--- config.mk ---
export PLATFORM = sky130hd
export DESIGN_NAME = pipe_stage_skid
export DESIGN_NICKNAME = d
export VERILOG_FILES = /design/src/rtl/pipe_stage_skid.sv
export SDC_FILE = /design/constraint.sdc
export NUM_CORES = 1
export LEC_CHECK = 0
export CAP_MARGIN = 0
export CORE_MARGIN = 3
export CORE_UTILIZATION = 35
export CTS_CLUSTER_SIZE = 10
export DETAILED_ROUTE_END_ITERATION = 10
export HOLD_SLACK_MARGIN = 0.12
export SETUP_SLACK_MARGIN = 0.5
export SLEW_MARGIN = 20
export SYNTH_ARGS = -nofsm -noshare
export SYNTH_HDL_FRONTEND = slang
export SYNTH_SLANG_ARGS = --single-unit
export TNS_END_PERCENT = 100
--- constraint.sdc ---
create_clock -name clk -period 6.25 [get_ports clk]
set_clock_uncertainty 0.1 [all_clocks]
set_input_delay 1.25 -clock clk [delete_from_list [all_inputs] [get_ports clk]]
set_output_delay 1.25 -clock clk [all_outputs]
set_load 0.05 [all_outputs]
--- src/rtl/pipe_stage_skid.sv ---
// pipe_stage_skid -- two-entry registered pipeline stage with a skid buffer.
//
// Holds up to two entries: "main" drives the outputs, "skid" absorbs the one
// entry that may arrive in the cycle a downstream stall first becomes visible.
// in_ready is a pure register output, so there is no combinational path from
// out_ready back to in_ready.
//
// Ports:
//   clk        rising-edge clock
//   reset      asynchronous active-high reset
//   flush      synchronous clear of both entries (bubble insertion)
//   in_valid   upstream entry valid
//   in_ready   stage can accept an entry this cycle (registered)
//   in_ctrl    upstream control bits   [CTRL_W]
//   in_data    upstream payload        [DATA_W]
//   out_valid  downstream entry valid
//   out_ready  downstream accepts; low = stall
//   out_ctrl   stored control bits, zero when out_valid=0
//   out_data   stored payload,      zero when out_valid=0
//   stall_cnt  (PIPE_STAGE_SKID_PERF_EN only) edges with out_valid & ~out_ready
//   bubble_cnt (PIPE_STAGE_SKID_PERF_EN only) edges with ~out_valid
//
// Configuration macro: PIPE_STAGE_SKID_PERF_EN enables the saturating
// performance counters; they are cleared by reset only, not by flush.

module pipe_stage_skid #(
    parameter int unsigned DATA_W = 32,
    parameter int unsigned CTRL_W = 4
) (
    input  logic              clk,
    input  logic              reset,
    input  logic              flush,
    input  logic              in_valid,
    output logic              in_ready,
    input  logic [CTRL_W-1:0] in_ctrl,
    input  logic [DATA_W-1:0] in_data,
    output logic              out_valid,
    input  logic              out_ready,
    output logic [CTRL_W-1:0] out_ctrl,
    output logic [DATA_W-1:0] out_data
`ifdef PIPE_STAGE_SKID_PERF_EN
    ,
    output logic [31:0]       stall_cnt,
    output logic [31:0]       bubble_cnt
`endif
);

    typedef enum logic [1:0] {
        EMPTY = 2'd0,
        ONE   = 2'd1,
        FULL  = 2'd2
    } state_e;

    state_e            state_q, state_d;
    logic              in_ready_q, in_ready_d;
    logic [CTRL_W-1:0] main_ctrl_q, main_ctrl_d;
    logic [DATA_W-1:0] main_data_q, main_data_d;
    logic [CTRL_W-1:0] skid_ctrl_q, skid_ctrl_d;
    logic [DATA_W-1:0] skid_data_q, skid_data_d;

    logic valid_int;
    logic accept;
    logic issue;

    assign valid_int = (state_q != EMPTY);
    assign accept    = in_valid & in_ready_q;
    assign issue     = valid_int & out_ready;

    // State register
    always_ff @(posedge clk or posedge reset) begin
        if (reset) begin
            state_q     <= EMPTY;
            in_ready_q  <= 1'b1;
            main_ctrl_q <= '0;
            main_data_q <= '0;
            skid_ctrl_q <= '0;
            skid_data_q <= '0;
        end else begin
            state_q     <= state_d;
            in_ready_q  <= in_ready_d;
            main_ctrl_q <= main_ctrl_d;
            main_data_q <= main_data_d;
            skid_ctrl_q <= skid_ctrl_d;
            skid_data_q <= skid_data_d;
        end
    end

    // Next-state logic. Vacated entries are zeroed so that the outputs read
    // zero whenever out_valid is low without any output-side masking.
    always_comb begin
        state_d     = state_q;
        main_ctrl_d = main_ctrl_q;
        main_data_d = main_data_q;
        skid_ctrl_d = skid_ctrl_q;
        skid_data_d = skid_data_q;

        if (flush) begin
            state_d     = EMPTY;
            main_ctrl_d = '0;
            main_data_d = '0;
            skid_ctrl_d = '0;
            skid_data_d = '0;
        end else begin
            unique case (state_q)
                EMPTY: begin
                    if (accept) begin
                        main_ctrl_d = in_ctrl;
                        main_data_d = in_data;
                        state_d     = ONE;
                    end
                end
                ONE: begin
                    if (accept && issue) begin
                        main_ctrl_d = in_ctrl;
                        main_data_d = in_data;
                    end else if (accept) begin
                        skid_ctrl_d = in_ctrl;
                        skid_data_d = in_data;
                        state_d     = FULL;
                    end else if (issue) begin
                        main_ctrl_d = '0;
                        main_data_d = '0;
                        state_d     = EMPTY;
                    end
                end
                FULL: begin
                    // in_ready is low here, so no accept can coincide.
                    if (issue) begin
                        main_ctrl_d = skid_ctrl_q;
                        main_data_d = skid_data_q;
                        skid_ctrl_d = '0;
                        skid_data_d = '0;
                        state_d     = ONE;
                    end
                end
                default: begin
                    state_d     = EMPTY;
                    main_ctrl_d = '0;
                    main_data_d = '0;
                    skid_ctrl_d = '0;
                    skid_data_d = '0;
                end
            endcase
        end

        // Registered ready: computed from the next state so it tracks
        // (state != FULL) exactly in the following cycle.
        in_ready_d = (state_d != FULL);
    end

    // Output logic
    always_comb begin
        out_valid = valid_int;
        in_ready  = in_ready_q;
        out_ctrl  = main_ctrl_q;
        out_data  = main_data_q;
    end

`ifdef PIPE_STAGE_SKID_PERF_EN
    logic [31:0] stall_cnt_q;
    logic [31:0] bubble_cnt_q;

    always_ff @(posedge clk or posedge reset) begin
        if (reset) begin
            stall_cnt_q  <= '0;
            bubble_cnt_q <= '0;
        end else begin
            if (valid_int && !out_ready && (stall_cnt_q != 32'hFFFF_FFFF))
                stall_cnt_q <= stall_cnt_q + 32'd1;
            if (!valid_int && (bubble_cnt_q != 32'hFFFF_FFFF))
                bubble_cnt_q <= bubble_cnt_q + 32'd1;
        end
    end

    assign stall_cnt  = stall_cnt_q;
    assign bubble_cnt = bubble_cnt_q;
`endif

endmodule

==> results.py, run 1 <==
metrics = {
    "synth": {
        "yosysMostFrequentCell": "dfrtp_1",
        "synth-async-reset-ratio_pct": 100,
        "synth-main-ff-cell": "dfrtp_1",
        "synthTopCellsByArea": "dfrtp_1, mux2i_1, a22o_1",
        "synth.distinct_cells": 32,
        "netlist_instances": 359,
        "syn_avg_cell_area_um2": 10.7,
        "ys_ff_latch": 75,
        "syn_nets": 400,
        "synth_top_cell_by_area": "dfrtp_1",
        "synth_commonest_cells": "dfrtp_1, nand2b_1, o21ai_0, mux2i_1, nand3_1",
        "synth.yosys.warnings": 0,
        "ys_seq_area_share_pct": 49.1,
        "synth_top_area_share_pct": 48.4,
        "netlist_area_um2": 3830,
        "synth_edf_count": 0,
    },
    "sta": {
        "fin_crit_sh_pct": 59.3,
        "worst_pin_slew_ps": 972,
        "setup_viol": 0,
        "max_freq_ghz": 0.270,
        "tns_ps": 0,
        "hold_viol": 0,
        "fin_crit_ps": 3710,
        "rsz0062_at_grt": "no",
        "slew_violations": 0,
        "slew_headroom_pct": 35.2,
    },
    "finish": {
        "syn_to_final_growth_pct": 27.5,
        "final_area_um2": 4880,
        "utilization_pct": 46.7,
        "multi_input_area_um2": 1770,
        "seqCellArea_um2": 1880,
        "fill_cells": 1028,
        "drive_gt1_share_pct": 7.35,
        "fin_nets": 458,
        "finalNonFillerCells": 558,
        "antenna_cells": 0,
    },
    "flow_run": {
        "drv_cap": 0,
    },
    "floorplan": {
        "fp-row-count": 37,
        "die_w_um": 111,
        "start_util_pct": 36.6,
        "dieArea_um2": 12200,
        "die_y_um": 111,
        "core_um2": 10500,
        "num_io_pins": 79,
    },
    "grt": {
        "grt_first_pass_wirelength_um": 16100,
        "antenna_found_initial": 0,
        "grt_start_max_net_pins": 76,
        "gr-usage-met3_pct": 4.38,
        "grt_pass1_vias": 3023,
        "grt_use_met1_pct": 22.5,
        "grt_overflow": 0,
        "grt_use_total_pct": 16.1,
        "grt-busiest-layer": "met2",
        "met2_usage_pct": 25.2,
    },
    "critical_path": {
        "arrival_ps": 2360,
        "critPathMaxFanout": 45,
        "criticalPathCategory": "register to output port",
        "end_kind": "output port",
        "required_ps": 4900,
        "cp-start-kind": "register",
        "cp_cell_sequence": "or2_1, clkdlybuf4s50_1",
        "slowest_stage": "dfrtp_2",
        "slowest_delay_ps": 970,
    },
    "clocking": {
        "cts_hold_buf": 0,
        "cts_buffer_depth": 2,
        "clk_transition_reported_paths_ps": 80,
        "cts_tree": "done",
        "cts-root-buf": "clkbuf_8",
        "cts_resized": 0,
        "cts_sinks": 75,
        "h-tree-depth": 3,
        "numCtsBuffers": 9,
        "clk_latency_ps": 340,
        "postCtsSetupBuffers": 0,
    },
    "pwr": {
        "ir_drop_mv": 0.134,
        "power.total_mw": 1.26,
        "p_leak_nw": 1.92,
        "pwr_density_cell_nw_per_um2": 259,
    },
    "drt": {
        "dr.first_iter.drc_count": 154,
        "drtPass1Iterations": 4,
        "antenna_left": 0,
        "vias": 3010,
        "drt_wl_total_um": 9540,
        "drc": 0,
        "routed_via_density": 5.39,
        "post_drt_wl_per_cell_um": 17.1,
    },
    "status": {
        "status": "finished clean",
    },
    "placement": {
        "place_area_um2": 4630,
        "placed_cells": 542,
        "io_buffers": 78,
        "dp_hpwl_um": 5750,
        "gp_congestion": 0.708,
    },
    "min_path": {
        "hp-class": "register to register",
    },
}
[cell families after synthesis]
group | count (synthesis) | synth area share (%)
AND/OR/NAND/NOR | 92 | 13.7
AO/OA/AOI/OAI | 116 | 22.1
multiplexers | 37 | 9.71
flip-flops | 75 | 49.1
buffers and inverters | 38 | 5.23
XOR/XNOR | 1 | 0.229
[layer usage]
metal	share of wire, %	wire (µm)	vias to the layer above
met5	0	0	-
met3	4.4	415	4
met1	49	4670	1485
met4	0.48	46	0
met2	46	4410	82
li1	-	-	1439
[where the power goes]
group	switching, mW	internal [mW]
clock	0.176	0.275
combinational	0.172	0.104
sequential	0.0253	0.512
total	0.373	0.891
[layout by cell type, fill, tap and decap left out, types with 2 or more instances in the layout]
cell and n:
o21ai_0 37, bufinv_16 3, nor3_1 4, clkbuf_8 10
nor2_1 6, mux2i_1 36, dfrtp_1 72, a21oi_1 9
a22o_1 32, dfrtp_2 2, clkinv_2 3, buf_4 5
o2bb2ai_1 32, nand2b_1 37, a2bb2oi_1 2, nand3_1 36
clkdlybuf4s50_1 77
[worst paths after layout]
path,startpoint,endpoint,slack (ps),cells after the start
max,state_q[0],out_valid,2540,2
min,out_data[24],out_data[24],410,1
max reg2reg,state_q[0],out_data[31],3530,5
min reg2reg,out_data[24],out_data[24],410,1
max in group asynchronous,reset,state_q[1],3950,3
min in group asynchronous,reset,skid_data_q[9],1410,3
[through the flow]
step | worst slack (ps) | hold slack, ps
after floorplan | 2990 | 415
after global placement | 2770 | 389
after detailed placement | 2720 | 393
after CTS | 2510 | 413
after global routing | 2410 | 430
final | 2540 | 407
[final cells by class]
cell class	instances	area share, %
Tap cell	136	3.49
Sequential cell	75	38.5
Inverter	2	0.179
Clock buffer	11	2.90
Timing Repair Buffer	83	16.7
Clock inverter	5	2.05
Multi-Input combinational cell	246	36.2
[critical path: cells and delay by family, from the launching register on]
kind          cells  cell delay (ps)
buf+inv           1              820
flops             1              970
simple gates      1              220
[flip-flops by register name, summed over array words and instances (netlist names)]
| signal | flops |
|---|---|
| out_data | 32 |
| skid_data_q | 32 |
| out_ctrl | 4 |
| skid_ctrl_q | 4 |
| state_q | 2 |
| in_ready | 1 |
Power figures use the tool's default switching activity.
==> inputs of run 2 (changes only) <==
- clock period: 6.25 -> 3.8 ns (I/O delays scaled with it)
==> results.py, run 2 (synthesis results as in run 1) <==
metrics = {
    "sta": {
        "slew_headroom_pct": 49.8,
        "worst_slack_ps": 841,
        "fin_crit_ps": 2960,
        "worst_pin_slew_ps": 753,
        "fin_crit_sh_pct": 77.9,
        "max_freq_ghz": 0.338,
        "setup_viol": 0,
        "slew_violations": 0,
        "rsz0062_at_grt": "no",
        "tns_ps": 0,
        "hold_viol": 0,
    },
    "grt": {
        "grt_first_pass_wirelength_um": 15500,
        "grt_use_total_pct": 15.4,
        "grt_overflow": 0,
        "grt_pass1_vias": 2905,
        "antenna_found_initial": 0,
        "grt_start_max_net_pins": 67,
    },
    "clocking": {
        "postCtsSetupBuffers": 0,
        "cts_tree": "done",
        "clk_transition_reported_paths_ps": 80,
        "cts-root-buf": "clkbuf_8",
        "clk_latency_ps": 340,
        "h-tree-depth": 3,
        "cts_sinks": 75,
        "cts_buffer_depth": 2,
        "cts_resized": 0,
        "numCtsBuffers": 9,
        "cts_hold_buf": 0,
    },
    "drt": {
        "drc": 0,
        "vias": 2929,
        "routed_via_density": 5.23,
        "dr.first_iter.drc_count": 101,
        "drt_wl_total_um": 9250,
        "antenna_left": 0,
        "drtPass1Iterations": 4,
        "post_drt_wl_per_cell_um": 16.5,
    },
    "floorplan": {
        "start_util_pct": 36.6,
        "core_um2": 10500,
        "num_io_pins": 79,
        "die_w_um": 111,
        "dieArea_um2": 12200,
        "die_y_um": 111,
        "fp-row-count": 37,
    },
    "finish": {
        "final_area_um2": 4880,
        "antenna_cells": 0,
        "utilization_pct": 46.6,
        "layout_commonest_cell": "clkdlybuf4s50_1",
        "syn_to_final_growth_pct": 27.4,
        "fill_cells": 987,
        "drive_gt1_share_pct": 7.78,
        "fin_nets": 462,
        "mostFrequentLayoutCells": "clkdlybuf4s50_1, dfrtp_1, nand2b_1, o21ai_0",
    },
    "min_path": {
        "hp-class": "register to register",
    },
    "critical_path": {
        "cp-start-kind": "register",
        "end_kind": "output port",
        "criticalPathCategory": "register to output port",
        "arrival_ps": 2100,
        "required_ps": 2940,
        "critPathMaxFanout": 18,
    },
    "pwr": {
        "p_leak_nw": 1.92,
        "ir_drop_mv": 0.190,
        "pwr_density_cell_nw_per_um2": 408,
        "power.total_mw": 1.99,
    },
    "placement": {
        "io_buffers": 78,
        "pre_cts_ws_ps": 842,
        "gp_congestion": 0.756,
        "place_area_um2": 4670,
        "dp_hpwl_um": 6020,
    },
    "flow_run": {
        "drv_cap": 0,
    },
    "status": {
        "status": "finished clean",
    },
}
[run 2: cell count changes in the layout (fill, tap and decap cells not counted)]
cell and change:
a21o_2 -1, o22a_4 -1, a21o_1 +1, clkinvlp_4 +2
clkbuf_1 -1, clkbuf_8 -1, o22a_2 +1, clkinv_2 -1
bufinv_16 -1, buf_12 +1, buf_4 +3
[run 2: cell type report]
cell class                 instances  area [µm²]  area share [%]
clock buffer                       9         124            2.54
clock inverter                     5        80.1            1.64
inverter                           2        8.76           0.180
multi-input combinational        246        1760            36.0
sequential                        75        1880            38.6
tap                              136         170            3.49
timing repair buffer              87         856            17.5
[run 2: layer usage]
| metal | track usage (%) | part of all wire (%) | vias up |
|---|---|---|---|
| met5 | 0 | 0 | - |
| met3 | 4.55 | 5.0 | 2 |
| met2 | 22.2 | 44 | 78 |
| met4 | 2.96 | 0.31 | 0 |
| met1 | 23.0 | 50 | 1396 |
| li1 | - | - | 1453 |
[run 2: worst max-delay path, cell delays in order, from the launching register on]
cell             delay, ps
dfrtp_2                720
or2_1                  230
clkdlybuf4s50_1        810
[run 2: where the power goes]
part | total, mW | internal, mW | leakage, nW | switching, mW
Combinational | 0.461 | 0.175 | 0.803 | 0.286
Sequential | 0.877 | 0.842 | 1.02 | 0.0353
Clock | 0.650 | 0.361 | 0.0972 | 0.289
[run 2: metrics by stage]
step	hold WS, ps	cells
after global placement	388	546
final	406	560
after global routing	423	560
after floorplan	415	359
after CTS	411	560
after detailed placement	391	546
[run 2: worst paths after layout]
path | depth (start not counted) | startpoint | slack [ps] | endpoint
hold reg to reg | 1 | out_data[22] | 410 | out_data[22]
min in group asynchronous | 2 | reset | 530 | out_data[5]
max in group asynchronous | 3 | reset | 2430 | in_ready
setup reg to reg | 6 | state_q[1] | 940 | out_ctrl[0]
hold / removal | 1 | out_data[22] | 410 | out_data[22]
setup / recovery | 2 | state_q[1] | 840 | out_valid
